$ cat src/rtl/synth_seq_pkg.sv
// Shared types and op-graph tables for the synthetic assay sequencer.
package synth_seq_pkg;

    localparam int unsigned NUM_OPS     = 10;
    localparam int unsigned NUM_CLASSES = 4;
    localparam int unsigned OP_IDX_W    = 4;
    localparam int unsigned CLS_W       = 2;

    // Operation classes; value doubles as the unit index
    typedef enum logic [CLS_W-1:0] {
        CLS_MIX  = 2'd0,
        CLS_HEAT = 2'd1,
        CLS_FILT = 2'd2,
        CLS_DET  = 2'd3
    } op_class_e;

    typedef enum logic [1:0] {
        ST_IDLE = 2'd0,
        ST_RUN  = 2'd1,
        ST_DONE = 2'd2
    } seq_state_e;

    // Class of each op, element i = op i (MSB entry is op 9)
    localparam logic [NUM_OPS-1:0][CLS_W-1:0] OP_CLASS = {
        CLS_DET,  // 9 Detect_o10
        CLS_MIX,  // 8 m9
        CLS_FILT, // 7 Filter_o8
        CLS_MIX,  // 6 m7
        CLS_HEAT, // 5 Heat_o6
        CLS_DET,  // 4 Detect_o5
        CLS_FILT, // 3 Filter_o4
        CLS_HEAT, // 2 Heat_o3
        CLS_MIX,  // 1 Mix_o2
        CLS_MIX   // 0 Mix_o1
    };

    // Row i holds the ops that must be done before op i may start
    localparam logic [NUM_OPS-1:0][NUM_OPS-1:0] OP_DEPS = {
        10'b01_0000_0000, // 9 <- 8
        10'b00_1010_0000, // 8 <- 7, 5
        10'b00_0100_0000, // 7 <- 6
        10'b00_0001_0100, // 6 <- 4, 2
        10'b00_0000_1000, // 5 <- 3
        10'b00_0000_0010, // 4 <- 1
        10'b00_0000_0001, // 3 <- 0
        10'b00_0000_0000, // 2
        10'b00_0000_0000, // 1
        10'b00_0000_0000  // 0
    };

endpackage

$ cat src/rtl/synth_unit_timer.sv
// Per-class actuator timer: holds the owning op and counts its active cycles.
module synth_unit_timer
    import synth_seq_pkg::*;
#(
    parameter int unsigned TW = 8
) (
    input  logic                clk,
    input  logic                rst,
    input  logic                clear,
    input  logic                load,
    input  logic [TW-1:0]       dur,
    input  logic [OP_IDX_W-1:0] op_sel,
    output logic                busy,
    output logic [OP_IDX_W-1:0] owner,
    output logic                expire_c
);

    logic [TW-1:0] count;

    // Load DUR-1 (zero duration behaves as one), count down, free on zero
    always_ff @(posedge clk) begin
        if (rst || clear) begin
            busy  <= 1'b0;
            count <= '0;
            owner <= '0;
        end else if (load) begin
            busy  <= 1'b1;
            count <= (dur == '0) ? '0 : dur - TW'(1);
            owner <= op_sel;
        end else if (busy) begin
            if (count == '0) begin
                busy <= 1'b0;
            end else begin
                count <= count - TW'(1);
            end
        end
    end

    // Last active cycle of the current owner
    assign expire_c = busy && (count == '0);

endmodule

$ cat src/rtl/synthetic_assay_sequencer.sv
// Scheduler for the 10-op synthetic assay graph with one shared unit per class.
// Optional runtime duration registers: define SYNTH_SEQ_CFG_EN.
module synthetic_assay_sequencer
    import synth_seq_pkg::*;
#(
    parameter int unsigned TW       = 8,
    parameter int unsigned MIX_DUR  = 4,
    parameter int unsigned HEAT_DUR = 8,
    parameter int unsigned FILT_DUR = 2,
    parameter int unsigned DET_DUR  = 3
) (
    input  logic                   clk,
    input  logic                   rst,
    input  logic                   start,
    input  logic                   abort,
    output logic [NUM_OPS-1:0]     op_active,
    output logic [NUM_CLASSES-1:0] unit_busy,
    output logic                   busy,
    output logic                   assay_done
`ifdef SYNTH_SEQ_CFG_EN
    ,
    input  logic                   cfg_we,
    input  logic [CLS_W-1:0]       cfg_class,
    input  logic [TW-1:0]          cfg_dur
`endif
);

    seq_state_e                           state;
    logic [NUM_OPS-1:0]                   started;
    logic [NUM_OPS-1:0]                   done_mask;
    logic [NUM_OPS-1:0]                   grant_c;
    logic [NUM_OPS-1:0]                   expire_ops_c;
    logic [NUM_CLASSES-1:0]               cls_grant_c;
    logic [NUM_CLASSES-1:0][OP_IDX_W-1:0] cls_idx_c;
    logic [NUM_CLASSES-1:0][OP_IDX_W-1:0] owner;
    logic [NUM_CLASSES-1:0]               expire_c;
    logic [NUM_CLASSES-1:0][TW-1:0]       dur_c;
    logic [CLS_W-1:0]                     cls_c;

`ifdef SYNTH_SEQ_CFG_EN
    logic [NUM_CLASSES-1:0][TW-1:0] dur_q;

    // Per-class duration registers, writable only outside a run
    always_ff @(posedge clk) begin
        if (rst) begin
            dur_q[CLS_MIX]  <= TW'(MIX_DUR);
            dur_q[CLS_HEAT] <= TW'(HEAT_DUR);
            dur_q[CLS_FILT] <= TW'(FILT_DUR);
            dur_q[CLS_DET]  <= TW'(DET_DUR);
        end else if (cfg_we && (state != ST_RUN)) begin
            dur_q[cfg_class] <= cfg_dur;
        end
    end

    assign dur_c = dur_q;
`else
    assign dur_c[CLS_MIX]  = TW'(MIX_DUR);
    assign dur_c[CLS_HEAT] = TW'(HEAT_DUR);
    assign dur_c[CLS_FILT] = TW'(FILT_DUR);
    assign dur_c[CLS_DET]  = TW'(DET_DUR);
`endif

    // Per class, grant the lowest-index op that is unstarted, unblocked and whose unit is free
    always_comb begin
        grant_c     = '0;
        cls_grant_c = '0;
        cls_idx_c   = '0;
        cls_c       = '0;
        for (int i = 0; i < NUM_OPS; i++) begin
            cls_c = OP_CLASS[i];
            if ((state == ST_RUN) && !started[i] &&
                ((OP_DEPS[i] & ~done_mask) == '0) &&
                !unit_busy[cls_c] && !cls_grant_c[cls_c]) begin
                grant_c[i]         = 1'b1;
                cls_grant_c[cls_c] = 1'b1;
                cls_idx_c[cls_c]   = OP_IDX_W'(i);
            end
        end
    end

    // One timer per class; its busy flag is the unit-occupied output
    for (genvar k = 0; k < NUM_CLASSES; k++) begin : g_unit
        synth_unit_timer #(.TW(TW)) u_timer (
            .clk      (clk),
            .rst      (rst),
            .clear    (abort),
            .load     (cls_grant_c[k]),
            .dur      (dur_c[k]),
            .op_sel   (cls_idx_c[k]),
            .busy     (unit_busy[k]),
            .owner    (owner[k]),
            .expire_c (expire_c[k])
        );
    end

    // Map unit expiry back to the owning op
    for (genvar i = 0; i < NUM_OPS; i++) begin : g_exp
        assign expire_ops_c[i] = expire_c[OP_CLASS[i]] &&
                                 (owner[OP_CLASS[i]] == OP_IDX_W'(i));
    end

    // Run-control FSM with op bookkeeping and registered status outputs
    always_ff @(posedge clk) begin
        if (rst || abort) begin
            state      <= ST_IDLE;
            busy       <= 1'b0;
            assay_done <= 1'b0;
            started    <= '0;
            done_mask  <= '0;
            op_active  <= '0;
        end else begin
            case (state)
                ST_IDLE, ST_DONE: begin
                    if (start) begin
                        state      <= ST_RUN;
                        busy       <= 1'b1;
                        assay_done <= 1'b0;
                        started    <= '0;
                        done_mask  <= '0;
                        op_active  <= '0;
                    end
                end
                ST_RUN: begin
                    op_active <= (op_active & ~expire_ops_c) | grant_c;
                    started   <= started | grant_c;
                    done_mask <= done_mask | expire_ops_c;
                    if (&done_mask) begin
                        state      <= ST_DONE;
                        busy       <= 1'b0;
                        assay_done <= 1'b1;
                    end
                end
                default: begin
                    state <= ST_IDLE;
                    busy  <= 1'b0;
                end
            endcase
        end
    end

endmodule
$ cat config.mk
export PLATFORM = sky130hd
export DESIGN_NAME = synthetic_assay_sequencer
export DESIGN_NICKNAME = d
export VERILOG_FILES = /design/src/rtl/synth_seq_pkg.sv /design/src/rtl/synth_unit_timer.sv /design/src/rtl/synthetic_assay_sequencer.sv
export SDC_FILE = /design/constraint.sdc
export NUM_CORES = 1
export LEC_CHECK = 0
export ABC_AREA = 1
export CAP_MARGIN = 20
export CORE_MARGIN = 2
export CORE_UTILIZATION = 30
export DETAILED_ROUTE_END_ITERATION = 8
export PLACE_DENSITY = 0.55
export SYNTH_ARGS = -nofsm -noshare
export SYNTH_HDL_FRONTEND = slang
export SYNTH_SLANG_ARGS = --single-unit
$ cat constraint.sdc
create_clock -name clk -period 1.4 [get_ports clk]
set_input_delay 0.28 -clock clk [delete_from_list [all_inputs] [get_ports clk]]
set_output_delay 0.28 -clock clk [all_outputs]
set_load 0.02 [all_outputs]
; ---- Yosys cells after proc, flatten, opt, wreduce, memory -nomap -nowiden
; Index checks and enable logic that the tools add are counted.
[totals]
out_inout_bits = 16
register_bits = 86
in_bits = 4
[op_classes]
bitwise_logic = 10
muxes = 62
n_eq_ne = 17
n_reduce_logical = 103
n_addsub = 4
[op_table]
columns = operator, count
row1 = $logic_not 10->1, 7
row2 = $pmux 10 s2, 3
row3 = $logic_and 1x1->1, 47
row4 = $mux 1, 36
row5 = $logic_not 8->1, 4
row6 = $sub 8x1->8 const B, 4
row7 = $or 10x10->10, 3
row8 = $logic_not 1->1, 20
row9 = $mux 2, 10
row10 = $reduce_and 2->1, 10
row11 = $eq 4x3->1 const B, 4
row12 = $mux 4, 4
row13 = $mux 3, 5
row14 = $and 10x10->10, 1
row15 = $mux 10, 1
row16 = $ne 2x1->1 const B, 5
row17 = $not 10->10, 1
row18 = $reduce_and 10->1, 1
row19 = $reduce_bool 2->1, 5
row20 = $reduce_or 2->1, 5
row21 = $not 9->9, 1
row22 = $eq 4x2->1 const B, 2
row23 = $eq 4x4->1 const B, 2
row24 = $eq 4x1->1 const B, 1
row25 = other kinds (10), 14

; ---- Logic depth before layout (Yosys ltp)
; Gate-level depths: netlist (run 1).
[logic_depth]
depth_word = 15
mapped_depth = 10
ltp_nobuf = 10

; ---- Modules after synthesis
; Synthesis (run 1) repeated with hierarchy kept, for this count alone.
[hier_totals]
hier_cells = 869
hier_area_um2 = 5550.3
[by_module_without_submodules]
columns = module, area_each_um2, instances, cells_per_inst
row1 = synth_unit_timer at g_unit[0].u_timer ..., 991.0, 3, 161
row2 = synthetic_assay_sequencer, 1560.2, 1, 227
row3 = synth_unit_timer at g_unit[3].u_timer, 1017.2, 1, 159

; ---- Worst setup path after synthesis (run 1)
; OpenSTA, ideal clock, no wires.
[synth_timing]
path_kind = register -> register
from = register g_unit[2].u_timer.count[0]
to = register g_unit[2].u_timer.count[1]
path_stages_with_launch = 11
n_path_buf = 0
setup_slack_ns = 0.113
arrival_ns = 1.174
period_less_slack_ns = 1.287
t_required_ns = 1.287
cell_sequence = dfxtp_1 > inv_1 > ha_1 > inv_1 > nor3_1 > nand2_1 > nand2_2 > inv_1 > nand2_1 > nand2_1 > nor2_1
[synth_via]
elab_chain_cells = 3
elab_cells_between_ends = 4
cone_classes = 1 x add/sub / 1 x bitwise / 2 x reduce/logical
[synth_rtl]
columns = item, line
row1 = "start, declared", synth_unit_timer.sv:18  ; logic [TW-1:0] count;
row2 = "start signal, assigned", synth_unit_timer.sv:28  ; count <= (dur == '0) ? '0 : dur - TW'(1);
row3 = "start signal, assigned", synth_unit_timer.sv:34  ; count <= count - TW'(1);
row4 = branches (longest 3 deep; another with $sub 8x1->8), n/a
; Several ways; the timed one is not identified.
; A chain may end at the register's enable or synchronous reset.

; ---- Final worst setup path (run 1)
[layout_timing]
from = register g_unit[2].u_timer.busy
to = output port unit_busy[2]
[layout_lines]
columns = item, line
row1 = "start, declared", synth_unit_timer.sv:13  ; output logic busy,
row2 = "start signal, assigned", synth_unit_timer.sv:23  ; busy <= 1'b0;
row3 = "start signal, assigned", synth_unit_timer.sv:27  ; busy <= 1'b1;
row4 = "start signal, assigned", synth_unit_timer.sv:32  ; busy <= 1'b0;
row5 = "end, declared", synthetic_assay_sequencer.sv:17  ; output logic [NUM_CLASSES-1:0] unit_busy,
; No word-level cell between the ends.

==> run_results.csv, run 1 <==
group,metric,value,unit
run_status,outcome,"complete, no violations",
sta,slew_violations,0,
worst_setup_path,cp_max_fo,3,
worst_hold_path,hp-class,"reg2reg",
route,drc,0,
logic_synthesis,synth-warning-count,0,
power,vdd_drop_max,0.000478,V
worst_setup_path,r2r_slack,50,ps
worst_setup_path,r2r-end,"g_unit[2].u_timer.count[1]",
logic_synthesis,yosys.area.top_type,"dfxtp_1",
placement,post-dp-hpwl,6960,um
worst_setup_path,slowest_delay,380,ps
logic_synthesis,synthFlopType,"dfxtp_1",
worst_setup_path,cp.depth,1,
worst_setup_path,crit_path_end_kind,"output pin",
logic_synthesis,synth_top_area_share,39.2,%
flow_run,max-cap-violations,0,
placement,port_buffers,19,
placement,place_congestion,0.854,
power,power_density,950,nW/um^2
route,wl_per_cell,11.7,um
logic_synthesis,ys_seq_area_share,39.2,%
logic_synthesis,yosys-top-cells-count,"nand2_1, dfxtp_1, inv_1",
worst_setup_path,r2r_cells,10,
route,wirelength,9530,um
sta,period_share,96.9,%
final_layout,num-nets-final,646,
logic_synthesis,synth.ff_latch_count,79,
grt,antenna_found_initial,0,
worst_setup_path,path_class,"reg2out",
sta,maxSlewHeadroom,80.0,%
grt,grt_max_degree,13,
floorplanning,ios,20,
logic_synthesis,synth_area_leaders,"dfxtp_1, nand2_1, inv_1, a21oi_1, nor2_1",
sta,final-setup-viol-count,0,
final_layout,stdcell_area,5030,um^2
cts,cts_setup_buffers,0,
worst_setup_path,crit_family,"buffers and inverters",
route,vias,3642,
power,power,4.78,mW
final_layout,area_delta_synth_final,24.7,%
route,drtIter0Drc,141,
sta,period_needed,1360,ps
cts,cts.clk_slew.worst_paths,60,ps
cts,worstSkewPairLatency,340,ps
sta,worst_pin_slew,300,ps
logic_synthesis,yosysMostFrequentCell,"nand2_1",
sta,fmax,0.737,GHz
worst_setup_path,worst-endpoint-required,1120,ps
cts,h-tree-depth,3,
logic_synthesis,synth-edff-count,0,
grt,grt.total_usage,13.9,%
sta,hold_viol,0,
floorplanning,rows,42,
cts,cts_buffers,9,
floorplanning,start_util,30.6,%
logic_synthesis,ys_types,33,
cts,cts-root-buf,"clkbuf_16",
cts,holdBufCountCts,0,
logic_synthesis,netlist_area,4040,um^2
final_layout,n_antenna_cell,0,
cts,cts_num_sinks,79,
floorplanning,core,13200,um^2
logic_synthesis,async_reset_ff_share,0,%
placement,dpl_cell_area,4640,um^2
route,firstDrtPassIters,4,
worst_setup_path,path_cells,"dlygate4sd2_1",
worst_setup_path,crit_start,"g_unit[2].u_timer.busy",
final_layout,finalCoreUtilization,38.2,%
worst_setup_path,startpoint_type,"flop",
route,antenna_left,0,
worst_setup_path,crit_buf_inv,1,
route,viasPerCell,4.46,
floorplanning,die_area,14400,um^2
worst_setup_path,crit_end,"unit_busy[2]",
logic_synthesis,netlist_instances,578,
grt,grt_overflow,0,
floorplanning,die_h,120,um
grt,grt_first_pass_wirelength,16000,um
logic_synthesis,syn_area_per_cell,6.98,um^2
final_layout,drive_above_1_share,19.2,%
worst_setup_path,timing.rr.start,"g_unit[2].u_timer.count[1]",
logic_synthesis,syn_nets,589,
grt,grt_pass1_vias,3435,
power,p_leak,2.08,nW
cts,cts_tree,"done",
worst_setup_path,cpMaxStageDelayCell,"dlygate4sd2_1",
floorplanning,die_w,120,um
worst_setup_path,arrival,1080,ps
sta,skew,5.39,ps
cts,clk_path_buf_depth,2,
sta,grt_setup_unrepaired,"yes",
[metrics by stage]
step	hold slack [ps]	setup TNS (ps)	instances	worst slack [ps]
global placement	436	-2940	799	-92.0
detailed placement	443	-3840	799	-142
finish	450	0	816	43.9
CTS	452	0	815	11.6
floorplan	427	0	578	113
global route	484	-599	816	-95.4
[cell usage in the layout, fill, tap and decap left out, drive strengths merged, types with 5 or more instances in the layout]
cell	synthesis	final
nand2	174	174
dfxtp	79	79
nor2	78	78
inv	76	75
a21oi	53	53
buf	12	38
nand3	38	38
o21ai	23	24
dlygate4sd2	0	16
clkbuf	0	14
nand4	13	13
nor3	10	10
ha	7	7
xor2	5	5
[timing repair]
item / in CTS / in global routing
pin swaps: 2 / 15
setup endpoints to repair: 24 / 45
gates resized for setup: 18 / 38
cloned: 0 / 1
[worst min-delay path by stage]
stage / startpoint / to / cells after the start
floorplan: done_mask[7] / done_mask[7] / 2
global placement: started[5] / started[5] / 2
detailed placement: started[8] / started[8] / 2
CTS: started[8] / started[8] / 2
global route: started[8] / started[8] / 2
finish: started[8] / started[8] / 2
[where the power goes]
| part | leakage (nW) | total, mW | internal [mW] | switching (mW) |
|---|---|---|---|---|
| clock network | 0.129 | 2.21 | 1.30 | 0.913 |
| registers | 0.639 | 2.27 | 2.26 | 0.0101 |
| logic | 1.31 | 0.296 | 0.110 | 0.186 |
[final cells by class]
| type | instances | area (um^2) |
|---|---|---|
| Clock buffer | 14 | 264 |
| Clock inverter | 2 | 15.0 |
| Fill cell | 1390 | 8160 |
| Inverter | 76 | 289 |
| Multi-Input combinational cell | 412 | 2200 |
| Sequential cell | 79 | 1590 |
| Tap cell | 176 | 220 |
| Timing Repair Buffer | 57 | 463 |
[layer usage]
layer / GRT usage [%] / wire length [um] / vias to the layer above / share of wire [%]
met3: 2.95 / 286 / 13 / 3.0
met1: 18.7 / 4730 / 1631 / 50
met2: 21.4 / 4300 / 45 / 45
met4: 6.40 / 209 / 0 / 2.2
li1: - / - / 1953 / -
met5: 0 / 0 / - / 0
[state kept, by name (all words and copies together) (netlist names)]
register	cells
g_unit.u_timer.count	32
g_unit.u_timer.owner	9
started	10
op_active	10
g_unit.u_timer.busy	4
state	2
done_mask	10
assay_done	1
busy	1
[kinds of logic after synthesis]
group                    Yosys count  synth area share, %
AO/OA/AOI/OAI                     81                 11.6
flip-flops                        79                 39.2
adder cells (fa/ha/maj)            7                 2.17
AND/OR/NAND/NOR                  314                 35.8
XOR/XNOR                           9                 1.95
buffers and inverters             88                 9.33
Note: power is estimated with default switching activity, not from simulation.
==> run 2, diff against run 1 <==
Settings changed: PLACE_DENSITY 0.55 to 0.54.
Clock period 1.4 ns to 1.25 ns, I/O delays scaled along.
==> run 2 against run 1 <==
  * The run now ends with setup timing left
  * Critical path type is now reg2reg
  * Utilization rose by 5.9 points
  * Register-to-register slack got worse by 100 ps
  * Combinational power rose by 43%
  * Critical endpoint is now g_unit[0].u_timer.count[7]
==> run_results.csv, run 2 (same netlist as run 1, synthesis figures left out) <==
group,metric,value,unit
placement,port_buffers,19,
grt,grt.total_usage,14.5,%
worst_setup_path,timing.rr.start,"g_unit[0].u_timer.count[0]",
run_status,violations,"setup timing",
cts,holdBufCountCts,0,
worst_setup_path,crit_end,"g_unit[0].u_timer.count[7]",
power,p_leak,2.41,nW
placement,placed_cells,830,
final_layout,largest_reg_flops,32,
floorplanning,die_w,120,um
floorplanning,rows,42,
final_layout,area_delta_synth_final,44.1,%
floorplanning,die_h,120,um
final_layout,stdcell_area,5820,um^2
placement,place_congestion,0.856,
floorplanning,ios,20,
cts,cts_num_sinks,79,
sta,worst_slack,-50.0,ps
worst_setup_path,r2r_slack,-50,ps
cts,cts-root-buf,"clkbuf_16",
worst_hold_path,hp-class,"reg2reg",
power,p_comb_share,8.0,%
sta,period_needed,1300,ps
sta,final-setup-viol-count,15,
sta,fmax,0.769,GHz
worst_setup_path,cp_max_fo,5,
final_layout,final_common_cell,"nand2_1",
grt,grt_overflow,0,
worst_setup_path,crit_path_end_kind,"flop",
route,drtIter0Drc,164,
route,viasPerCell,4.58,
route,firstDrtPassIters,4,
cts,worstSkewPairLatency,340,ps
final_layout,top_register,"g_unit.u_timer.count",
sta,slew_violations,0,
route,wirelength,10800,um
grt,grt_max_degree,13,
worst_setup_path,worst-endpoint-required,1520,ps
power,clkPwrFrac,44.3,%
cts,clk_path_buf_depth,2,
grt,grt_first_pass_wirelength,16700,um
cts,cts.clk_slew.worst_paths,60,ps
grt,grt_pass1_vias,3611,
sta,skew,4.31,ps
final_layout,drive_above_1_share,39.6,%
sta,grt_setup_unrepaired,"yes",
sta,worst_pin_slew,317,ps
run_status,outcome,"finished, violations left",
worst_setup_path,startpoint_type,"flop",
power,switching_share,23.7,%
floorplanning,die_area,14400,um^2
flow_run,max-cap-violations,0,
power,vdd_drop_max,0.000519,V
worst_setup_path,crit_start,"g_unit[0].u_timer.count[0]",
final_layout,fill_cells,1315,
final_layout,most-common-layout-cells,"nand2_1, buf_4, dfxtp_1, inv_1, nor2_1",
route,antenna_left,0,
final_layout,multi_input_comb_area,2660,um^2
cts,h-tree-depth,3,
grt,antenna_found_initial,0,
power,power_density,914,nW/um^2
floorplanning,start_util,30.6,%
sta,maxSlewHeadroom,78.8,%
power,p_int,4.06,mW
final_layout,n_antenna_cell,0,
final_layout,ff_latch_area,1610,um^2
route,wl_per_cell,12.6,um
cts,cts_tree,"done",
sta,period_share,104,%
final_layout,num-nets-final,688,
power,p_sw,1.26,mW
power,power_frac_seq,47.7,%
worst_setup_path,r2r_cells,7,
worst_setup_path,path_class,"reg2reg",
sta,hold_viol,0,
placement,dpl_cell_area,4890,um^2
placement,post-dp-hpwl,7400,um
floorplanning,core,13200,um^2
route,drc,0,
cts,cts_buffers,9,
worst_setup_path,r2r-end,"g_unit[0].u_timer.count[7]",
final_layout,final_cells,855,
worst_setup_path,arrival,1570,ps
route,vias,3920,
run 2: cell types whose count changed in the layout (fill, tap and decap cells not counted), sizes merged:
cell	change
o21ai	+1
buf	+46
clkinv	+2
clkbuf	+4
clkinvlp	-3
clkdlybuf4s15	+4
dlygate4sd2	-16
inv	+1
run 2: how the worst min path moves through the flow:
stage | start | to | slack, ps | cells after the start
detailed placement | started[5] | started[5] | 440 | 2
global placement | started[5] | started[5] | 440 | 2
finish | started[5] | started[5] | 450 | 2
CTS | started[5] | started[5] | 450 | 2
global route | started[5] | started[5] | 480 | 2
floorplan | done_mask[7] | done_mask[7] | 430 | 2
run 2: worst max-delay path, stage by stage, from the launching register on:
cell,delay [ps]
dfxtp_2,330
inv_2,70
ha_4,170
nand2_8,60
buf_4,150
o21ai_4,200
nand2_1,110
a21oi_2,140
run 2: repair_timing:
item / CTS / global route
buffers inserted: 2 / 8
pin swaps: 29 / 49
gates resized for setup: 106 / 128
setup endpoints to repair: 73 / 76
cloned: 2 / 0
run 2: power groups by stage:
stage               clock network [mW]  logic, mW  registers (mW)
finish                            2.36      0.424            2.54
global route                      2.51      0.460            2.54
CTS                               2.41      0.373            2.54
detailed placement                   0      0.341            2.60
global placement                     0      0.336            2.60
floorplan                            0      0.205            2.60
run 2: final cells by class:
| class | instances | area share (%) |
|---|---|---|
| clock buffers | 11 | 4.17 |
| clock inverters | 2 | 0.172 |
| inverters | 76 | 5.08 |
| multi-input cells | 413 | 45.7 |
| flip-flops and latches | 79 | 27.6 |
| well taps | 176 | 3.79 |
| repair buffers | 98 | 13.5 |
run 2: per-layer routing:
| metal | GRT usage [%] | share of wire, % | wire length (um) | vias to the layer above |
|---|---|---|---|---|
| met2 | 24.3 | 49 | 5280 | 46 |
| met3 | 2.95 | 2.4 | 259 | 13 |
| met4 | 6.18 | 1.4 | 147 | 0 |
| met5 | 0 | 0 | 0 | - |
| li1 | - | - | - | 2039 |
| met1 | 18.1 | 47 | 5070 | 1822 |
run 2: stage by stage:
step | setup WS [ps] | hold WS, ps | util [%] | total power [mW] | TNS, ps
after CTS | -41.9 | 452 | 40.9 | 5.32 | -183
after global placement | -234 | 438 | 37.1 | 2.93 | -11520
final | -50.0 | 452 | 44.1 | 5.32 | -340
after floorplan | 12.7 | 427 | - | 2.81 | 0
after global routing | -132 | 480 | 44.1 | 5.51 | -2860
after detailed placement | -288 | 442 | 37.1 | 2.94 | -13850
==> run 3, diff against run 2 <==
Settings changed: SETUP_SLACK_MARGIN from default to 0.2.
==> run 3 against run 2 <==
  * The run still ends with setup timing left
  * Utilization increased by 3.9 points
  * Sequential share of layout area decreased by 1.7 points
  * Clock power about the same
  * Sequential power about the same
  * Cell count increased by 1.5%
  * Global-route usage increased by 0.87 points
  * Setup slack got worse by 6.9 ps
  * Critical path depth increased by 1
  * Via count increased by 3.3%
  * Flip-flop and latch count unchanged
  * Total power increased by 1.5%
  * Critical path type unchanged
  * Critical endpoint is now g_unit[1].u_timer.count[2]
  * Largest cell class unchanged
==> run_results.csv, run 3 (same netlist as run 1, synthesis figures left out) <==
group,metric,value,unit
run_status,outcome,"finished, violations left",
run_status,violations,"setup timing",
worst_setup_path,r2r_slack,-60,ps
sta,slew_violations,0,
placement,place_congestion,0.844,
power,p_comb_share,9.0,%
sta,grt_setup_unrepaired,"yes",
worst_setup_path,path_class,"reg2reg",
power,p_int,4.09,mW
route,drc,0,
power,p_sw,1.30,mW
power,power_density,853,nW/um^2
worst_setup_path,timing.rr.start,"g_unit[1].u_timer.count[0]",
cts,clk_path_buf_depth,2,
final_layout,drive_above_1_share,52.6,%
worst_setup_path,r2r-end,"g_unit[1].u_timer.count[2]",
worst_setup_path,r2r_cells,8,
cts,cts_tree,"done",
sta,maxSlewHeadroom,80.2,%
cts,cts-root-buf,"clkbuf_16",
worst_setup_path,crit_path_end_kind,"flop",
floorplanning,rows,42,
route,drtIter0Drc,128,
power,switching_share,24.2,%
final_layout,num-nets-final,701,
floorplanning,die_w,120,um
grt,grt_pass1_vias,3909,
sta,period_share,105,%
grt,grt.total_usage,15.4,%
route,vias,4051,
cts,cts_buffers,9,
worst_setup_path,startpoint_type,"flop",
grt,grt_max_degree,15,
final_layout,finalCoreUtilization,48.0,%
floorplanning,start_util,30.6,%
final_layout,n_antenna_cell,0,
placement,post-dp-hpwl,7230,um
cts,worstSkewPairLatency,340,ps
final_layout,top_register,"g_unit.u_timer.count",
grt,grt_first_pass_wirelength,17900,um
sta,whs,450,ps
route,firstDrtPassIters,5,
worst_hold_path,hp-class,"reg2reg",
sta,skew,6.51,ps
final_layout,fill_cells,1239,
cts,h-tree-depth,3,
sta,hold_viol,0,
floorplanning,ios,20,
route,antenna_left,0,
worst_hold_path,min_delay_worst_endpoint,"started[8]",
floorplanning,die_area,14400,um^2
sta,period_needed,1310,ps
final_layout,largest_reg_flops,32,
grt,antenna_found_initial,0,
sta,fmax,0.765,GHz
flow_run,max-cap-violations,0,
power,p_leak,2.58,nW
sta,final-setup-viol-count,13,
final_layout,final_common_cell,"nand2_1",
cts,cts.clk_slew.worst_paths,60,ps
final_layout,most-common-layout-cells,"nand2_1, buf_4, inv_1, nor2_1, a21oi_2",
worst_hold_path,worstHoldPathCells,2,
sta,worst_pin_slew,296,ps
power,vdd_drop_max,0.000437,V
floorplanning,core,13200,um^2
cts,cts_num_sinks,79,
route,wl_per_cell,12.8,um
power,clkPwrFrac,44.0,%
worst_setup_path,arrival,1540,ps
sta,worst_slack,-56.9,ps
grt,grt_overflow,0,
route,wirelength,11200,um
route,viasPerCell,4.67,
sta,setup_tns,-337,ps
worst_setup_path,worst-endpoint-required,1490,ps
power,power_frac_seq,47.1,%
placement,dp_slack,-275,ps
floorplanning,die_h,120,um
worst_hold_path,min_from,"started[8]",
worst_setup_path,cp_max_fo,5,
final_layout,final_cells,868,
placement,port_buffers,19,
final_layout,area_delta_synth_final,56.8,%
placement,placed_cells,818,
-- run 3: cell types whose count changed in the layout (fill, tap and decap cells not counted), sizes merged --
cell	delta
buf	+23
bufbuf	+1
clkbuf	-6
clkdlybuf4s15	-4
clkdlybuf4s50	-2
dlygate4sd2	+2
o21ai	-1
-- run 3: power by group through the flow --
stage / Combinational, mW / Clock [mW] / Sequential [mW]
detailed placement: 0.337 / 0 / 2.60
floorplan: 0.217 / 0 / 2.61
finish: 0.484 / 2.37 / 2.54
CTS: 0.399 / 2.44 / 2.54
global placement: 0.334 / 0 / 2.60
global route: 0.522 / 2.52 / 2.54
-- run 3: worst max-delay path: stages, from the launching register on --
cell and delay, ps:
dfxtp_2 330, inv_2 80, ha_4 180, nand2_4 80
o21ai_4 210, buf_12 160, nand2_4 50, nand2_2 60
a21oi_2 50
-- run 3: final cells by class --
cell class              instances  area (um^2)  area share [%]
repair buffers                112         1090            17.2
multi-input cells             412         2820            44.5
well taps                     176          220            3.48
flip-flops and latches         79         1640            26.0
clock inverters                 2         10.0           0.158
clock buffers                  11          243            3.84
inverters                      76          305            4.82
-- run 3: worst max-delay path by stage --
stage | startpoint | endpoint | slack (ps) | cells past startpoint
2_1_floorplan | g_unit[2].u_timer.count[0] | g_unit[2].u_timer.count[1] | 90 | 9
3_3_place_gp | rst | g_unit[2].u_timer.count[1] | -270 | 7
3_5_place_dp | rst | g_unit[0].u_timer.owner[0] | -280 | 5
4_1_cts | g_unit[0].u_timer.count[0] | op_active[6] | -10 | 7
5_1_grt | g_unit[0].u_timer.count[1] | op_active[1] | -100 | 7
6_report | g_unit[1].u_timer.count[0] | g_unit[1].u_timer.count[2] | -60 | 8
-- run 3: metrics by stage --
| step | instance area [um^2] | total power, mW |
|---|---|---|
| after floorplan | 4190 | 2.82 |
| after global placement | 4970 | 2.93 |
| after detailed placement | 4970 | 2.94 |
| after CTS | 5770 | 5.38 |
| after global routing | 6330 | 5.58 |
| final | 6330 | 5.40 |
-- run 3: what timing repair did --
| action | CTS | global route |
|---|---|---|
| hold buffers | 0 | 0 |
| gates cloned | 3 | 2 |
| pin swaps | 42 | 52 |
| gates resized for setup | 218 | 110 |
| setup buffers | 15 | 17 |
| setup endpoints to repair | 93 | 94 |
-- run 3: per-layer routing --
layer	up-vias	routed length [um]	GRT usage [%]
met1	1930	5000	18.7
met5	-	0	0
met4	0	246	7.21
met3	18	237	2.99
met2	43	5670	26.1
li1	2060	-	-
